--- src/rtl/bp_cfg_sequencer.sv ---
// Post-reset configuration sequencer: walks every core, issues its config writes, then unfreezes all cores.
// Optional macro BP_CFG_SEQ_STALL_CNT_EN adds a saturating 16-bit stall cycle counter output.
module bp_cfg_sequencer #(
    parameter int num_core_p       = 1,
    parameter int cfg_addr_width_p = 16,
    parameter int cfg_data_width_p = 32,
    parameter int core_id_width_p  = (num_core_p > 1) ? $clog2(num_core_p) : 1
) (
    input  logic                        clk_i,
    input  logic                        reset_i,
    input  logic                        start_i,
    input  logic                        cce_mode_i,
    output logic                        cfg_v_o,
    input  logic                        cfg_ready_i,
    output logic [core_id_width_p-1:0]  cfg_core_o,
    output logic [cfg_addr_width_p-1:0] cfg_addr_o,
    output logic [cfg_data_width_p-1:0] cfg_data_o,
    output logic                        busy_o,
    output logic                        done_o
`ifdef BP_CFG_SEQ_STALL_CNT_EN
    ,
    output logic [15:0]                 stall_cnt_o
`endif
);

    typedef enum logic [1:0] {
        IDLE     = 2'd0,
        CONFIG   = 2'd1,
        UNFREEZE = 2'd2,
        DONE     = 2'd3
    } state_e;

    state_e                     state_q, state_d;
    logic [core_id_width_p-1:0] core_q, core_d;
    logic [2:0]                 step_q, step_d;
    logic                       mode_q, mode_d;

    logic                       hs;
    logic                       last_core;
    logic                       start_ok;
    logic [core_id_width_p:0]   core_dbl;

    assign hs        = cfg_v_o & cfg_ready_i;
    assign last_core = (core_q == core_id_width_p'(num_core_p - 1));
    assign start_ok  = start_i & ((state_q == IDLE) | (state_q == DONE));
    assign core_dbl  = {core_q, 1'b0};

    always_ff @(posedge clk_i) begin
        if (reset_i) begin
            state_q <= IDLE;
            core_q  <= '0;
            step_q  <= '0;
            mode_q  <= 1'b0;
        end else begin
            state_q <= state_d;
            core_q  <= core_d;
            step_q  <= step_d;
            mode_q  <= mode_d;
        end
    end

    always_comb begin
        state_d = state_q;
        core_d  = core_q;
        step_d  = step_q;
        mode_d  = mode_q;
        case (state_q)
            IDLE, DONE: begin
                if (start_i) begin
                    mode_d  = cce_mode_i;
                    core_d  = '0;
                    step_d  = '0;
                    state_d = CONFIG;
                end
            end
            CONFIG: begin
                if (hs) begin
                    if (step_q == 3'd5) begin
                        step_d = '0;
                        if (last_core) begin
                            core_d  = '0;
                            state_d = UNFREEZE;
                        end else begin
                            core_d = core_q + 1'b1;
                        end
                    end else begin
                        step_d = step_q + 3'd1;
                    end
                end
            end
            UNFREEZE: begin
                if (hs) begin
                    if (last_core) begin
                        core_d  = '0;
                        state_d = DONE;
                    end else begin
                        core_d = core_q + 1'b1;
                    end
                end
            end
            default: state_d = IDLE;
        endcase
    end

    // Outputs decode only registered state, so the payload holds while stalled.
    always_comb begin
        cfg_v_o    = 1'b0;
        cfg_core_o = '0;
        cfg_addr_o = '0;
        cfg_data_o = '0;
        busy_o     = 1'b0;
        done_o     = (state_q == DONE);
        if (state_q == CONFIG) begin
            cfg_v_o    = 1'b1;
            busy_o     = 1'b1;
            cfg_core_o = core_q;
            cfg_addr_o = cfg_addr_width_p'(step_q + 3'd1);
            case (step_q)
                3'd0:    cfg_data_o = cfg_data_width_p'(1);
                3'd1:    cfg_data_o = cfg_data_width_p'(core_q);
                3'd2:    cfg_data_o = cfg_data_width_p'(core_dbl);
                3'd3:    cfg_data_o = cfg_data_width_p'(core_dbl | 1'b1);
                3'd4:    cfg_data_o = cfg_data_width_p'(core_q);
                default: cfg_data_o = cfg_data_width_p'(mode_q);
            endcase
        end else if (state_q == UNFREEZE) begin
            cfg_v_o    = 1'b1;
            busy_o     = 1'b1;
            cfg_core_o = core_q;
            cfg_addr_o = cfg_addr_width_p'(1);
            cfg_data_o = '0;
        end
    end

`ifdef BP_CFG_SEQ_STALL_CNT_EN
    logic [15:0] stall_q;

    always_ff @(posedge clk_i) begin
        if (reset_i || start_ok) begin
            stall_q <= '0;
        end else if (cfg_v_o && !cfg_ready_i && (stall_q != 16'hFFFF)) begin
            stall_q <= stall_q + 16'd1;
        end
    end

    assign stall_cnt_o = stall_q;
`endif

endmodule

--- config.mk ---
export PLATFORM = sky130hd
export DESIGN_NAME = bp_cfg_sequencer
export DESIGN_NICKNAME = d
export VERILOG_FILES = /design/src/rtl/bp_cfg_sequencer.sv
export SDC_FILE = /design/constraint.sdc
export NUM_CORES = 1
export LEC_CHECK = 0
export ABC_CLOCK_PERIOD_IN_PS = 2200
export BUFFER_PORTS_ARGS = -buffer_cell sky130_fd_sc_hd__clkbuf_2
export CORE_MARGIN = 10
export CORE_UTILIZATION = 41
export CTS_CLUSTER_SIZE = 24
export DETAILED_ROUTE_END_ITERATION = 12
export GPL_TIMING_DRIVEN = 0
export PLACE_DENSITY = 0.8
export RECOVER_POWER = 25
export SYNTH_ARGS = -nofsm -noshare
export SYNTH_HDL_FRONTEND = slang
export SYNTH_SLANG_ARGS = --single-unit
--- constraint.sdc ---
create_clock -name clk_i -period 2.2 [get_ports clk_i]
set_clock_uncertainty 0.2 [all_clocks]
set_input_delay 0.44 -clock clk_i [delete_from_list [all_inputs] [get_ports clk_i]]
set_output_delay 0.44 -clock clk_i [all_outputs]
set_load 0.1 [all_outputs]
==> After elaboration in Yosys (flattened, before gate mapping) <==
Cells that the tools add are included.
{ "word_totals": {"rom_bits": 0, "n_memories": 0, "output_inout_bits": 52, "latchBits": 0, "ramBits": 0, "inputBits": 5, "register_bits": 7} }
{ "op_classes": {"div_mod_pow": 0, "n_shift": 0, "multipliers": 0, "mux": 25, "add_sub_neg": 3, "bitwise_logic": 1, "n_lt_le_gt_ge": 0, "reduce_logical": 9, "n_eq_ne": 14} }
{ "ops": {"columns": ["op", "count"], "rows": [
  ["32-bit 2-to-1 mux", 1],
  ["2-bit 2-to-1 mux", 6],
  ["2-bit inequality test (second input constant)", 6],
  ["1-bit 2-to-1 mux", 10],
  ["3-bit 2-to-1 mux", 3],
  ["2-bit case mux with 4 select lines", 1],
  ["3-bit by 2-bit equality test with 1-bit output (second input constant)", 2],
  ["3-bit equality test (second input constant)", 2],
  ["2-bit case mux with 3 select lines", 1],
  ["3-bit case mux with 2 select lines", 1],
  ["6-bit AND reduction", 1],
  ["3-bit by 1-bit adder with 4-bit output (second input constant)", 1],
  ["2-bit equality test (second input constant)", 2],
  ["4-bit 2-to-1 mux", 1],
  ["4-bit AND reduction", 1],
  ["2-bit OR reduction", 2],
  ["3-bit by 1-bit adder with 3-bit output (second input constant)", 1],
  ["3-bit by 1-bit equality test with 1-bit output (second input constant)", 1],
  ["3-bit zero test", 1],
  ["1-bit case mux with 3 select lines", 1],
  ["3-bit AND reduction", 1],
  ["2-bit by 1-bit equality test with 1-bit output (second input constant)", 1],
  ["2-bit zero test", 1],
  ["2-bit AND reduction", 1],
  ["3 further kinds", 3]
]} }

==> Longest topological paths before layout <==
{ "depth": {"ltp_word": 6, "mapped_depth": 6, "mapped_depth_nobuf": 5} }

==> Worst setup path before layout <==
Ideal clock, no wire load.
{ "synth_path": {"kind": "register -> output", "from": "register step_q[0]", "to": "output port cfg_data_o[0]", "path_stages_with_launch": 6, "n_path_buf": 0, "arrival_time_ns": 2.971, "slack_ns": -1.411, "required_ns": 1.560, "cell_sequence": "dfxtp_1 inv_1 ha_1 nor2b_1 o21ai_0 a21boi_0"} }
{ "synth_via": {"elab_chain_len": 4} }
{ "synth_rtl": {"columns": ["item", "line_no", "rtl"], "rows": [
  ["start: declaration", "35", "logic [2:0] step_q, step_d;"],
  ["start signal: assignment", "57", "step_q <= step_d;"],
  ["3-bit equality test / 3-bit by 1-bit equality test with 1-bit output (equally long branches)", "118", "case (step_q)"],
  ["2-bit OR reduction (no line)", null, null],
  ["2-bit case mux with 4 select lines *", "118", null],
  ["32-bit 2-to-1 mux *", "113", "if (state_q == CONFIG) begin"],
  ["end: declaration", "17", "output logic [cfg_data_width_p-1:0] cfg_data_o,"]
]} }
Every way passes the cells marked *; elsewhere a longest branch is shown, timed or not.

==> Worst setup path after layout <==
{ "layout_path": {"from": "register state_q[1]", "to": "output port cfg_addr_o[0]"} }
{ "layout_via": {"elab_chain_len": 3} }
{ "layout_rtl": {"columns": ["item", "line_no", "rtl"], "rows": [
  ["start: declaration", "33", "state_e state_q, state_d;"],
  ["start signal: assignment", "55", "state_q <= state_d;"],
  ["2-bit equality test", "126", "end else if (state_q == UNFREEZE) begin"],
  ["1-bit 2-to-1 mux", "126", null],
  ["4-bit 2-to-1 mux *", "113", null],
  ["end: declaration", "16", "output logic [cfg_addr_width_p-1:0] cfg_addr_o,"]
]} }
Marked as above.

==> summary by stage <==
Worst hold path
The kind of path behind the tightest hold check is in -> reg. The count of cells along the worst hold path is 3. The hold path startpoint is cce_mode_i.

Detailed routing
The first routing iteration left 20 violations. The detailed-route vias per instance is roughly 3.7. The final antenna-violating net count is 0. For this block, the routed nets add up to 2022 um of wire.

The via count is 709. The routed length per instance is 10.59 um. For this run, design rule violations remaining after detail routing come to 0.

The first TritonRoute pass finished after 4 iterations.

Place
The post-detailed-placement half-perimeter wirelength is roughly 1700 um. Before CTS, the worst setup slack after placement is between 0.004 and 0.005 ns. Including well taps, the total number of placed cells is about 190. The placer's final routability congestion estimate is 0.8203. Input and output buffers added on the ports amount to 12.

Yosys
Of the synthesized area, sequential elements account for roughly 14%. The area share of the leading cell type in the synthesized netlist is 40.66%. Yosys mapped a number of flops with a built-in enable equal to 0. The average size of a mapped cell is 7.912 um^2. After synthesis, the cell types taking the most area are sky130_fd_sc_hd__buf_4 41%, sky130_fd_sc_hd__dfxtp_1 14%, sky130_fd_sc_hd__ha_1 14%. The dominant cell type by area after synthesis is sky130_fd_sc_hd__buf_4. In the synthesized netlist, the number of instances is about 110.

The netlist area before placement is 830.8 um^2. The share of flip-flops with an asynchronous set or reset after synthesis is 0%. The dominant register cell in the synthesized netlist is sky130_fd_sc_hd__dfxtp_1. The distinct cell type count of the synthesized netlist is 24. After synthesis the netlist holds a flip-flop and latch count of 6.

The count of yosys warnings during synthesis is 0.

GRT
The number of global-route vias before repair came to roughly 680. The total overflow reported by the global router is 0. Global routing used between 8 and 9% of the available tracks. The initial antenna violation count is 0.

Entering global routing, the biggest net connects 11 pins. The global-route wire length before repair is 3015 um.

Timing
The final hold violation count is 0. The final worst setup slack is 0.05468 ns. Counting I/O delays and the setup requirement, the final critical path takes roughly 2.1 ns. Derived from the worst setup path, the maximum achievable clock frequency is around 470 MHz. The worst relative slew slack is 63.74%. The post-route fraction of the period consumed by the critical path is 97.51%. At the pin with the least slew margin, the transition time is 0.5462 ns. The smallest hold slack is 0.2277 ns.

The final count of negative-setup-slack endpoints is 0. The max-slew violation count is 0.

Worst setup path
At the worst endpoint, the required time is 1.56 ns. In this run the critical register-to-register path is launched from state_q[0]$_SDFFE_PP0P_. The slowest cell on the critical path is sky130_fd_sc_hd__mux2_2. The worst setup path is captured at an output pin. The reg2reg setup slack is ~0.53 ns.

The data arrival time of the worst path is 1.51 ns. In this design, the stage delay of the slowest critical-path cell is 0.36 ns. STA classifies the critical path startpoint as a flop.

The type of the setup path with the least slack is reg -> out. The endpoint of the lowest-slack register-to-register path is state_q[1]$_SDFFE_PP0P_. The buffer and inverter count on the worst path is 3. Broken down by cell family, the worst path's largest delay share belongs to buffers and inverters. The number of stages on the worst setup path is 5. The launch point of the critical path is state_q[1]$_SDFFE_PP0P_. Of all nets on the critical path, the largest fanout is 10.

The end of the critical path is cfg_addr_o[0]. The cell depth of the worst flop-to-flop path is 5. Traced cell by cell, the critical path runs through inv_1 -> ha_1 -> buf_6 -> mux2_2 -> buf_8.

Power and ir drop
The share of total power consumed by net switching is 63.47%. In this run the power spent charging and discharging nets is roughly 0.94 mW. The logic gate share of total power is between 80% and 90%. VDD sags by at most 0.8512 mV. Overall power consumption after layout is estimated at around 1.5 mW. The share of power burned in the clock network is approximately 6.7%. Summed over all cells, the static leakage comes to ~0.70 nW. The internal portion of the total power is 0.5398 mW.

Of the total power, registers draw 10.3%. The power density over cell area is 1201 mW/mm^2.

Die
The die boundary height is around 65 um. The core region is slightly below 0.002 mm^2. The effective utilization at floorplan is 42.78%.

Row generation in the floorplan step produced 16 rows. The overall die width is 65.02 um. The number of placed I/O pins is 57. The floorplan step defined a die boundary enclosing 0.004227 mm^2.

Cells and area
The number of fill cells in the layout is 161. The top cell types in the final layout, fill and taps aside, are 46 x sky130_fd_sc_hd__buf_4, 44 x sky130_fd_sc_hd__conb_1, 8 x sky130_fd_sc_hd__ha_1, 7 x sky130_fd_sc_hd__inv_1, 6 x sky130_fd_sc_hd__a21oi_1. Once layout is complete, the utilization of the core stands at a little under two thirds.

In the final layout, the share of cells above drive strength 1 is 45.73%. The repair_antennas step left the layout with diodes totalling 0. The final cell count without fillers is 191. The area growth from synthesis to layout is 48.04%. The number of nets in the layout is 180. Leaving out fill and tap cells, the most frequent cell in the layout is sky130_fd_sc_hd__buf_4.

Flow run
The tool flagged a number of max-cap violations equal to 0.

CTS
The longest clock path from root to sink contains 2 buffers. The number of hold buffers added after cts is 0. The H-tree depth is 1. The CTS tree is yes.

The count of clock tree sinks is 6. Clock latency on the worst-skew pair, taken at its later pin, is 0.24 ns. The post-CTS clock slew at the launch and capture registers of the worst setup and hold paths is 0.05 ns. In this run, CTS created clock tree buffers numbering 3.

The clock root buffer is sky130_fd_sc_hd__clkbuf_4.

Outcome
The run finished with clean final reports.
-- worst reg2reg max path, stage by stage (launching register included) --
cell and delay (ns):
sky130_fd_sc_hd__dfxtp_2 0.36, sky130_fd_sc_hd__inv_1 0.08, sky130_fd_sc_hd__ha_4 0.28, sky130_fd_sc_hd__nand4b_1 0.21
sky130_fd_sc_hd__a222oi_1 0.24, sky130_fd_sc_hd__o221a_1 0.23
-- per-layer routing --
layer | vias to the layer above | track usage (%) | share of wire (%)
met3 | 0 | 6.357 | 15
met2 | 34 | 14.29 | 51
met4 | 0 | 6.952 | 0
met5 | - | 0 | 0
met1 | 298 | 7.514 | 34
li1 | 377 | - | -
-- cell usage after synthesis, drive strengths merged (2+ instances only) --
cell    instances
dfxtp           6
buf            46
a21oi           6
nor2b           4
nand3           4
o21ai           2
nand2           3
ha              9
inv             9
nand4b          2
nand3b          2
-- what timing repair did --
item / 4_1_cts / 5_1_grt
pin swaps: 0 / 1
gates resized for setup: 11 / 15
buffers inserted: 0 / 1
setup endpoints to repair: 6 / 7
-- power groups by stage --
stage	registers, mW	logic (mW)	clock network [mW]
after floorplan	0.148	1.01	0
after global placement	0.152	1.09	0
after detailed placement	0.153	1.10	0
after CTS	0.153	1.15	0.105
after global routing	0.155	1.27	0.111
final	0.152	1.23	0.0993
-- per-stage QoR --
step                 TNS (ns)  instance area (um^2)
finish                      0                  1230
floorplan             -0.2091                  1045
global route        -0.007231                  1230
detailed placement          0                  1139
global placement            0                  1139
CTS                  -0.06242                  1199
-- state kept, by name (all words and copies together), names as in the netlist --
signal   cells
state_q      2
step_q       3
mode_q       1
-- cells by family (layout without fill, tap and decap cells) --
group	after synthesis	count (layout)	share of synthesized area (%)
AOI/OAI and AO/OA	13	13	10.39
other	1	44	0.4514
and+or+nand+nor	20	20	14.46
DFF	6	6	14.46
buffers and inverters	55	71	45.33
muxes	1	1	1.355
adders and majority gates	9	9	13.55
-- final cells by class --
cell class / count / area [um^2] / area share [%]
Timing Repair Buffer: 13 / 115.1 / 9.359
Multi-Input combinational cell: 87 / 530.5 / 43.13
Inverter: 9 / 37.54 / 3.052
Tap cell: 27 / 33.78 / 2.747
Sequential cell: 6 / 128.9 / 10.48
Buffer: 46 / 361.6 / 29.40
Clock buffer: 3 / 22.52 / 1.831
-- worst min path at each step --
stage,to,slack [ns]
CTS,mode_q$_SDFFE_PP0P_,0.22
global placement,mode_q$_SDFFE_PP0P_,0.28
detailed placement,mode_q$_SDFFE_PP0P_,0.27
floorplan,mode_q$_SDFFE_PP0P_,0.24
global route,mode_q$_SDFFE_PP0P_,0.24
finish,mode_q$_SDFFE_PP0P_,0.23
Power figures use the tool's default switching activity.
